<file path="src/rtl/quad_step_decoder.sv">
// quad_step_decoder
//   Front end for the 4-bit up/down counter stage. It takes two asynchronous
//   quadrature channels and produces a single-cycle step pulse, a direction
//   level and an illegal-transition pulse, all synchronous to clk.
//   Internally it uses a 2-FF synchroniser, a per-channel debounce filter and
//   an acquire phase after reset.
//
// Ports
//   clk      in   system clock, rising edge
//   rst      in   synchronous, active-high reset
//   a_in     in   quadrature channel A (asynchronous)
//   b_in     in   quadrature channel B (asynchronous)
//   step     out  one-cycle pulse per legal quadrature transition
//   dir      out  direction of the last legal step (1 = up, A leads B)
//   err      out  one-cycle pulse when both filtered channels change together
//   state_q  out  current filtered {A,B}
module quad_step_decoder #(
    parameter int DEB_CYCLES = 4,
    parameter int DEB_W      = 3
) (
    input  logic       clk,
    input  logic       rst,
    input  logic       a_in,
    input  logic       b_in,
    output logic       step,
    output logic       dir,
    output logic       err,
    output logic [1:0] state_q
);

    typedef enum logic {ACQ, TRACK} state_t;

    localparam logic [DEB_W-1:0] DEB_LAST = DEB_W'(DEB_CYCLES - 1);

    state_t           st, st_nxt;
    logic             a_s1, a_s2, b_s1, b_s2;
    logic [1:0]       prev_s2;
    logic [DEB_W-1:0] acq_cnt, acq_cnt_nxt;
    logic [DEB_W-1:0] a_cnt, a_cnt_nxt, b_cnt, b_cnt_nxt;
    logic             a_f, a_f_nxt, b_f, b_f_nxt;
    logic             a_upd, b_upd;
    logic             step_nxt, err_nxt, dir_nxt;

    // True for the four up transitions; only called with single-channel changes.
    function automatic logic decode_up(input logic [1:0] old_ab, input logic [1:0] new_ab);
        case ({old_ab, new_ab})
            4'b0010, 4'b1011, 4'b1101, 4'b0100: return 1'b1;
            default:                            return 1'b0;
        endcase
    endfunction

    always_comb begin
        st_nxt      = st;
        acq_cnt_nxt = acq_cnt;
        a_cnt_nxt   = a_cnt;
        b_cnt_nxt   = b_cnt;
        a_f_nxt     = a_f;
        b_f_nxt     = b_f;
        a_upd       = 1'b0;
        b_upd       = 1'b0;
        step_nxt    = 1'b0;
        err_nxt     = 1'b0;
        dir_nxt     = dir;

        case (st)
            ACQ: begin
                a_cnt_nxt = '0;
                b_cnt_nxt = '0;
                // Need DEB_CYCLES consecutive edges with an unchanged synced pair.
                if ({a_s2, b_s2} != prev_s2) begin
                    acq_cnt_nxt = '0;
                end else if (acq_cnt == DEB_LAST) begin
                    a_f_nxt     = a_s2;
                    b_f_nxt     = b_s2;
                    acq_cnt_nxt = '0;
                    st_nxt      = TRACK;
                end else begin
                    acq_cnt_nxt = acq_cnt + 1'b1;
                end
            end

            TRACK: begin
                if (a_s2 != a_f) begin
                    if (a_cnt == DEB_LAST) begin
                        a_upd     = 1'b1;
                        a_f_nxt   = a_s2;
                        a_cnt_nxt = '0;
                    end else begin
                        a_cnt_nxt = a_cnt + 1'b1;
                    end
                end else begin
                    a_cnt_nxt = '0;
                end

                if (b_s2 != b_f) begin
                    if (b_cnt == DEB_LAST) begin
                        b_upd     = 1'b1;
                        b_f_nxt   = b_s2;
                        b_cnt_nxt = '0;
                    end else begin
                        b_cnt_nxt = b_cnt + 1'b1;
                    end
                end else begin
                    b_cnt_nxt = '0;
                end

                // Both channels moving at once is a lost step: flag it and resync
                // to the new pair without touching dir.
                if (a_upd && b_upd) begin
                    err_nxt = 1'b1;
                end else if (a_upd || b_upd) begin
                    step_nxt = 1'b1;
                    dir_nxt  = decode_up({a_f, b_f}, {a_f_nxt, b_f_nxt});
                end
            end

            default: st_nxt = ACQ;
        endcase
    end

    always_ff @(posedge clk) begin
        if (rst) begin
            st      <= ACQ;
            a_s1    <= 1'b0;
            a_s2    <= 1'b0;
            b_s1    <= 1'b0;
            b_s2    <= 1'b0;
            prev_s2 <= 2'b00;
            acq_cnt <= '0;
            a_cnt   <= '0;
            b_cnt   <= '0;
            a_f     <= 1'b0;
            b_f     <= 1'b0;
            step    <= 1'b0;
            err     <= 1'b0;
            dir     <= 1'b1;
        end else begin
            st      <= st_nxt;
            a_s1    <= a_in;
            a_s2    <= a_s1;
            b_s1    <= b_in;
            b_s2    <= b_s1;
            prev_s2 <= {a_s2, b_s2};
            acq_cnt <= acq_cnt_nxt;
            a_cnt   <= a_cnt_nxt;
            b_cnt   <= b_cnt_nxt;
            a_f     <= a_f_nxt;
            b_f     <= b_f_nxt;
            step    <= step_nxt;
            err     <= err_nxt;
            dir     <= dir_nxt;
        end
    end

    assign state_q = {a_f, b_f};

endmodule

</file>
<file path="config.mk">
export PLATFORM = sky130hd
export DESIGN_NAME = quad_step_decoder
export DESIGN_NICKNAME = d
export VERILOG_FILES = /design/src/rtl/quad_step_decoder.sv
export SDC_FILE = /design/constraint.sdc
export NUM_CORES = 1
export LEC_CHECK = 0
export ABC_AREA = 0
export CORE_ASPECT_RATIO = 1.75
export CORE_MARGIN = 4
export CORE_UTILIZATION = 39
export CTS_CLUSTER_DIAMETER = 30
export DETAILED_ROUTE_END_ITERATION = 10
export PLACE_DENSITY = 0.7
export SLEW_MARGIN = 20
export SYNTH_ARGS = -nofsm -noshare
export SYNTH_HDL_FRONTEND = slang
export SYNTH_SLANG_ARGS = --single-unit
</file>
<file path="constraint.sdc">
create_clock -name clk -period 1.7 [get_ports clk]
set_input_delay 0.425 -clock clk [delete_from_list [all_inputs] [get_ports clk]]
set_output_delay 0.425 -clock clk [all_outputs]
set_load 0.02 [all_outputs]
</file>
=== Word-level counts from Yosys, hierarchy flattened ===
Cells that the tools add are included.
W data, S select, Z words.

* Bits of input ports: 4
* Logic and storage cells: 70
* Output and inout port bits: 5
* Flip-flop bits (word level): 21

* Reductions and logical operators: 7
* Bitwise gates (word level): 2
* Eq/ne operators: 12
* Mux-type cells: 32
* Add/sub/neg operators: 3

{| class="wikitable"
|+ Operators with widths
! kind !! count
|-
| $mux W1 || 22
|-
| $mux W3 || 6
|-
| $pmux W3 S2 || 2
|-
| $add A3 B1 Y3 const B || 3
|-
| $eq A3 B2 Y1 const B || 3
|-
| $eq A4 B4 Y1 const B || 2
|-
| $eq A4 B2 Y1 const B || 1
|-
| $eq A4 B3 Y1 const B || 1
|-
| $ne A2 B2 Y1 const B || 2
|-
| $pmux W1 S2 || 2
|-
| $reduce_or A4 Y1 || 1
|-
| $reduce_and A3 Y1 || 1
|-
| $reduce_or A3 Y1 || 1
|-
| $ne A1 B1 Y1 || 2
|-
| $ne A2 B2 Y1 || 1
|-
| $not A1 Y1 || 2
|-
| $reduce_and A2 Y1 || 1
|-
| $reduce_or A2 Y1 || 1
|-
| $logic_and A1 B1 Y1 || 1
|-
| $logic_or A1 B1 Y1 || 1
|}

=== Logic depth before layout (Yosys ltp) ===
Gate-level depths: netlist (run 1).

* Depth after elaboration: 7
* Depth in mapped cells: 6
* Mapped depth without buffers: 6

=== Least setup slack after synthesis (run 1) ===
OpenSTA, ideal clock, no wires.

* Path type: register to register
* From: register a_cnt[0]
* To: register a_f
* Cell stages (with the launch flop): 7
* Slack: 0.166 ns
* Buffers on the path: 1
* Data arrival time: 1.411 ns
* Library setup time: 0.123 ns
* Data required time: 1.577 ns
* Clock period less this slack: 1.534 ns
* Cell sequence: dfxtp_1 ha_1 ha_1 clkbuf_1 and2_1 o21ai_1 mux2_1

* Word-level cells in the longest chain between the ends: 5

{| class="wikitable"
|+ Ends and longest elaborated chain
! element !! line !! text
|-
| from (decl) || 39 || <nowiki>logic [DEB_W-1:0] a_cnt, a_cnt_nxt, b_cnt, b_cnt_nxt;</nowiki>
|-
| from (signal assigned) || 145 || <nowiki>a_cnt <= a_cnt_nxt;</nowiki>
|-
| $eq A3 B2 Y1 || 84 || <nowiki>if (a_cnt == DEB_LAST) begin</nowiki>
|-
| $mux W1 || 84 ||
|-
| $mux W1 || 83 || <nowiki>if (a_s2 != a_f) begin</nowiki>
|-
| $mux W1 || 65 || <nowiki>case (st)</nowiki>
|-
| $pmux W1 S2 || 65 ||
|-
| to (signal assigned) || 147 || <nowiki>a_f <= a_f_nxt;</nowiki>
|-
| to (decl) || 40 || <nowiki>logic a_f, a_f_nxt, b_f, b_f_nxt;</nowiki>
|}

No other way between the ends. The select of a mux whose other input is x is not followed.
A chain may end at the register's enable or synchronous reset.

=== Worst setup path in the final report (run 1) ===
* From: register step
* To: output port step

{| class="wikitable"
|+ RTL lines
! element !! line !! text
|-
| from (decl) || 25 || <nowiki>output logic step,</nowiki>
|-
| from (signal assigned) || 149 || <nowiki>step <= step_nxt;</nowiki>
|}

No word-level cell between the ends.

==> impl_metrics.env, run 1 <==
export IMPL_place_gp_congestion=0.807
export IMPL_viasPerCell=4.91
export IMPL_wl_per_cell_um=11.8
export IMPL_max_stage_delay_ps=590
export IMPL_hold_viol_final=0
export IMPL_setup_viol=0
export IMPL_end_kind="output pin"
export IMPL_whs_ps=431
export IMPL_slew_headroom=0.724
export IMPL_path_class="flop to output pin"
export IMPL_hold_buffers=0
export IMPL_worstMarginPinSlew_ps=411
export IMPL_rows=22
export IMPL_hpwlAfterDp_um=1130
export IMPL_h_tree_depth=1
export IMPL_ys_seq_elements=21
export IMPL_ioPinCount=9
export IMPL_cap_viol_max_count=0
export IMPL_worstPathRequired_ps=1270
export IMPL_cts_buffers=3
export IMPL_fin_crit_sh=0.968
export IMPL_drive_gt1_frac=0.120
export IMPL_cts_tree="done"
export IMPL_area_growth_syn_to_layout_pct=14.3
export IMPL_ant_nets=0
export IMPL_cts_resized=3
export IMPL_fin_worst_skew_ps=2.70
export IMPL_ys_types=31
export IMPL_max_clock_path_buffers=2
export IMPL_synth_common_cells="dfxtp_1 (21), nor2_1 (8), nor2b_1 (8)"
export IMPL_arrival_ps=1220
export IMPL_rsz0062_at_grt="false"
export IMPL_clk_pin_slew_ps=120
export IMPL_core_um2=2150
export IMPL_synth_top_area_cell="dfxtp_1"
export IMPL_multiInputGateArea_um2=432
export IMPL_syn_cell_area_um2=898
export IMPL_dieArea_um2=3170
export IMPL_route_detailed_drc=0
export IMPL_n_fill_cell=209
export IMPL_grtUsageTotal=0.102
export IMPL_crit_family="buffers and inverters"
export IMPL_first_global_vias=598
export IMPL_totalWireLength_um=1460
export IMPL_power_density_nw_per_um2=796
export IMPL_crit_fanout=1
export IMPL_crit_slowest_cell="clkdlybuf4s50_1"
export IMPL_nets=110
export IMPL_clock_sinks=21
export IMPL_synthTopCellsByArea="dfxtp_1 (47%), ha_1 (7.0%), nor2b_1 (5.6%)"
export IMPL_grt_ovfl_total=0
export IMPL_ir_drop_mv=0.528
export IMPL_post_cts_buffers=0
export IMPL_cts_root_buf="clkbuf_4"
export IMPL_io_buffer_count=8
export IMPL_synthCells=90
export IMPL_worst_path_buf_inv=1
export IMPL_crit_chain="clkdlybuf4s50_1"
export IMPL_grt_pass1_wl_um=2420
export IMPL_grt_max_degree=15
export IMPL_drt_iter0_markers=18
export IMPL_fmax_mhz=608
export IMPL_synthArstFlopShare=0
export IMPL_final_core_util=0.478
export IMPL_synth_edf_count=0
export IMPL_syn_avg_cell_area_um2=9.98
export IMPL_yosysSeqAreaShare=0.468
export IMPL_maxSlewViolCount=0
export IMPL_vias=609
export IMPL_fin_crit_ps=1650
export IMPL_yosys_warnings=0
export IMPL_hold_class="flop to flop"
export IMPL_synth_fp_nets=99
export IMPL_synth_most_common_cell="dfxtp_1"
export IMPL_die_h_um=71.5
export IMPL_crit_path_start_kind="flop"
export IMPL_die_w_um=44.3
export IMPL_dr_pass1_iters=2
export IMPL_tns_ps=0
export IMPL_p_leak_nw=0.447
export IMPL_antenna_found_initial=0
export IMPL_outcome="finished clean"
export IMPL_antenna_cells=0
export IMPL_yosys_most_used_dff="dfxtp_1"
export IMPL_regArea_um2=420
export IMPL_synth_top_area_frac=0.468
export IMPL_clock_latency_ps=310
export IMPL_initial_core_util=0.418
[cell type report]
type                    instances  share of cell area
clock buffers                   3              0.0219
clock inverters                 1             0.00487
inverters                       5              0.0183
multi-input cells              59               0.420
flip-flops and latches         21               0.409
well taps                      24              0.0292
repair buffers                 11              0.0962
[layout by cell type (no fill, tap or decap), types with 2 or more instances in the layout]
cell / synthesis / routed
o21ai_1: 2 / 2
inv_1: 5 / 5
a21oi_1: 3 / 3
xnor2_1: 2 / 2
dlygate4sd2_1: 0 / 3
xor2_1: 5 / 5
buf_4: 2 / 3
ha_1: 5 / 5
nand2b_1: 2 / 2
clkdlybuf4s50_1: 0 / 5
dfxtp_1: 21 / 21
clkbuf_4: 0 / 3
mux2_1: 2 / 2
nor2b_1: 8 / 8
nor3_1: 5 / 5
nor2_1: 8 / 8
and2_1: 2 / 2
[per-stage QoR]
stage / power (mW) / worst slack [ps] / cells / cell area, um^2
2_1_floorplan: 0.566 / 166 / 90 / 898
3_3_place_gp: 0.583 / 90.4 / 120 / 1000
3_5_place_dp: 0.585 / 76.7 / 120 / 1000
4_1_cts: 0.827 / 34.0 / 124 / 1030
5_1_grt: 0.849 / 22.2 / 124 / 1030
6_report: 0.817 / 54.9 / 124 / 1030
[power by group]
part | internal [mW] | leakage, nW | switching, mW | total [mW]
registers | 0.504 | 0.171 | 0.00953 | 0.514
clock network | 0.0879 | 0.0177 | 0.156 | 0.244
logic | 0.0304 | 0.259 | 0.0296 | 0.0600
[registers in the layout, indices dropped and copies added (netlist names), 2 cells and up]
signal and flops:
acq_cnt 3, prev_s2 2, a_cnt 3, b_cnt 3
[routing by layer]
metal	part of all wire	GRT usage	wire [um]	vias up
met1	0.41	0.0960	593	276
li1	-	-	-	318
met3	0.032	0.0176	47	6
met2	0.54	0.190	782	9
met4	0.026	0.0638	38	0
met5	0	0	0	-
[final timing paths]
check,start,to,slack [ps],depth (start not counted)
worst max-delay path,step$_SDFF_PP0_,step,50,1
worst min-delay path,b_cnt[0]$_SDFF_PP0_,b_cnt[0]$_SDFF_PP0_,430,1
worst max register to register,a_cnt[0]$_SDFF_PP0_,a_f$_SDFFE_PP0P_,180,5
worst min register to register,b_cnt[0]$_SDFF_PP0_,b_cnt[0]$_SDFF_PP0_,430,1
[logic make-up (layout without fill, tap and decap cells)]
| logic type | after synthesis | after routing | synth area share |
|---|---|---|---|
| buffers and inverters | 10 | 20 | 0.0515 |
| XOR/XNOR | 7 | 7 | 0.0682 |
| flip-flops | 21 | 21 | 0.468 |
| adder cells (fa/ha/maj) | 5 | 5 | 0.0696 |
| AND/OR/NAND/NOR | 31 | 31 | 0.194 |
| multiplexers | 4 | 4 | 0.0487 |
| AO/OA/AOI/OAI | 12 | 12 | 0.100 |
[worst reg2reg max path, stage by stage, from the launching register on]
cell	delay, ps
dfxtp_1	340
ha_1	200
ha_1	240
and2_1	180
o21ai_1	140
mux2_1	330
No activity file was read; power rests on OpenSTA's default activity.
==> inputs of run 2 (changes only) <==
REMOVE_ABC_BUFFERS = 1   (was not set)
==> run 2 against run 1 <==
Net effect: flip-flop and latch count did not move; sequential power barely moved; core utilization fell by 0.23 points; clock skew rose by 1.0 ps; clock power barely moved; final area fell by 0.49%.
==> impl_metrics.env, run 2 (synthesized netlist as in run 1, its figures left out) <==
export IMPL_whs_endpoint="b_cnt[0]$_SDFF_PP0_"
export IMPL_place_gp_congestion=0.736
export IMPL_worst_hold_startpoint="b_cnt[0]$_SDFF_PP0_"
export IMPL_nets=109
export IMPL_wl_per_cell_um=12.1
export IMPL_crit_slowest_cell="clkdlybuf4s50_1"
export IMPL_path_class="flop to output pin"
export IMPL_grt_ovfl_total=0
export IMPL_r2r_slack_ps=120
export IMPL_drive_gt1_frac=0.111
export IMPL_worstPathRequired_ps=1270
export IMPL_grt_max_degree=15
export IMPL_grt_pass1_wl_um=2610
export IMPL_antenna_cells=0
export IMPL_viasPerCell=4.98
export IMPL_placed_cells=119
export IMPL_clock_sinks=21
export IMPL_first_global_vias=667
export IMPL_route_detailed_drc=0
export IMPL_cts_root_buf="clkbuf_4"
export IMPL_totalWireLength_um=1490
export IMPL_clock_latency_ps=320
export IMPL_fin_worst_skew_ps=3.70
export IMPL_ir_drop_mv=0.484
export IMPL_largestRegisters="a_cnt: 3 flops, acq_cnt: 3 flops, b_cnt: 3 flops"
export IMPL_setup_viol=0
export IMPL_final_core_util=0.476
export IMPL_cap_viol_max_count=0
export IMPL_arrival_ps=1230
export IMPL_vias=613
export IMPL_ioPinCount=9
export IMPL_drt_iter0_markers=9
export IMPL_worstMarginPinSlew_ps=385
export IMPL_dr_pass1_iters=5
export IMPL_maxSlewViolCount=0
export IMPL_fmax_mhz=603
export IMPL_tns_ps=0
export IMPL_reg2reg_from="b_cnt[0]$_SDFF_PP0_"
export IMPL_crit_path_start_kind="flop"
export IMPL_hold_viol_final=0
export IMPL_area_growth_syn_to_layout_pct=13.8
export IMPL_antenna_found_initial=0
export IMPL_crit_chain="clkdlybuf4s50_1"
export IMPL_hpwlAfterDp_um=1110
export IMPL_crit_family="buffers and inverters"
export IMPL_hold_buffers=0
export IMPL_postLayoutCellArea_um2=1020
export IMPL_clk_pin_slew_ps=110
export IMPL_outcome="finished clean"
export IMPL_crit_cells=1
export IMPL_fin_crit_sh=0.975
export IMPL_place_area_um2=996
export IMPL_core_um2=2150
export IMPL_dieArea_um2=3170
export IMPL_reg2reg_to="b_f$_SDFFE_PP0P_"
export IMPL_post_cts_buffers=0
export IMPL_stdcell_count=123
export IMPL_cts_buffers=3
export IMPL_hold_class="flop to flop"
export IMPL_slew_headroom=0.743
export IMPL_crit_fanout=1
export IMPL_rows=22
export IMPL_max_clock_path_buffers=2
export IMPL_whs_path_depth=1
export IMPL_n_fill_cell=204
export IMPL_power_density_nw_per_um2=799
export IMPL_worst_path_buf_inv=1
export IMPL_fin_crit_ps=1660
export IMPL_grtUsageTotal=0.111
export IMPL_h_tree_depth=1
export IMPL_final_cell_mix="dfxtp_1 (21), nor2b_1 (8), nor2_1 (8)"
export IMPL_die_w_um=44.3
export IMPL_ant_nets=0
export IMPL_max_stage_delay_ps=590
export IMPL_die_h_um=71.5
export IMPL_end_kind="output pin"
export IMPL_initial_core_util=0.418
export IMPL_rsz0062_at_grt="false"
export IMPL_p_leak_nw=0.460
export IMPL_io_buffer_count=8
export IMPL_reg2reg_depth=5
export IMPL_cts_tree="done"
export IMPL_final_common_cell="dfxtp_1"
export IMPL_power_total_mw=0.817
-- run 2: layout make-up --
cell class                      instances  area, um^2  area share
Inverter                                5        18.8      0.0184
Clock inverter                          1        5.00     0.00490
Sequential cell                        21         420       0.411
Tap cell                               24        30.0      0.0294
Timing Repair Buffer                   10        93.8      0.0918
Clock buffer                            3        22.5      0.0220
Multi-Input combinational cell         59         432       0.422
-- run 2: worst max-delay path by stage --
| stage | start | to | slack, ps |
|---|---|---|---|
| 6_report | err$_SDFF_PP0_ | err | 40 |
| 5_1_grt | err$_SDFF_PP0_ | err | 5 |
| 4_1_cts | err$_SDFF_PP0_ | err | 30 |
| 3_5_place_dp | rst | b_cnt[0]$_SDFF_PP0_ | 100 |
| 3_3_place_gp | rst | b_cnt[0]$_SDFF_PP0_ | 110 |
| 2_1_floorplan | a_cnt[0]$_SDFF_PP0_ | a_f$_SDFFE_PP0P_ | 240 |
-- run 2: what timing repair did --
| action | in CTS | in global routing |
|---|---|---|
| gates resized for setup | 3 | 1 |
| setup endpoints to repair | 3 | 1 |
| pin swaps | 0 | 0 |
-- run 2: metal layers --
metal	part of all wire	up-vias	global-route usage
met1	0.41	276	0.115
met4	0.055	0	0.107
met5	0	-	0
li1	-	315	-
met2	0.49	15	0.182
met3	0.038	7	0.0151
-- run 2: where the power goes --
part           total, mW  internal [mW]  switching (mW)
registers          0.514          0.504         0.00943
clock network      0.243         0.0883           0.154
logic             0.0602         0.0301          0.0301
total              0.817          0.623           0.194
-- run 2: metrics by stage --
stage,setup WS [ps],hold slack (ps)
floorplan,240,399
global placement,112,409
detailed placement,98.0,414
CTS,29.1,431
global route,5.05,462
finish,42.3,429
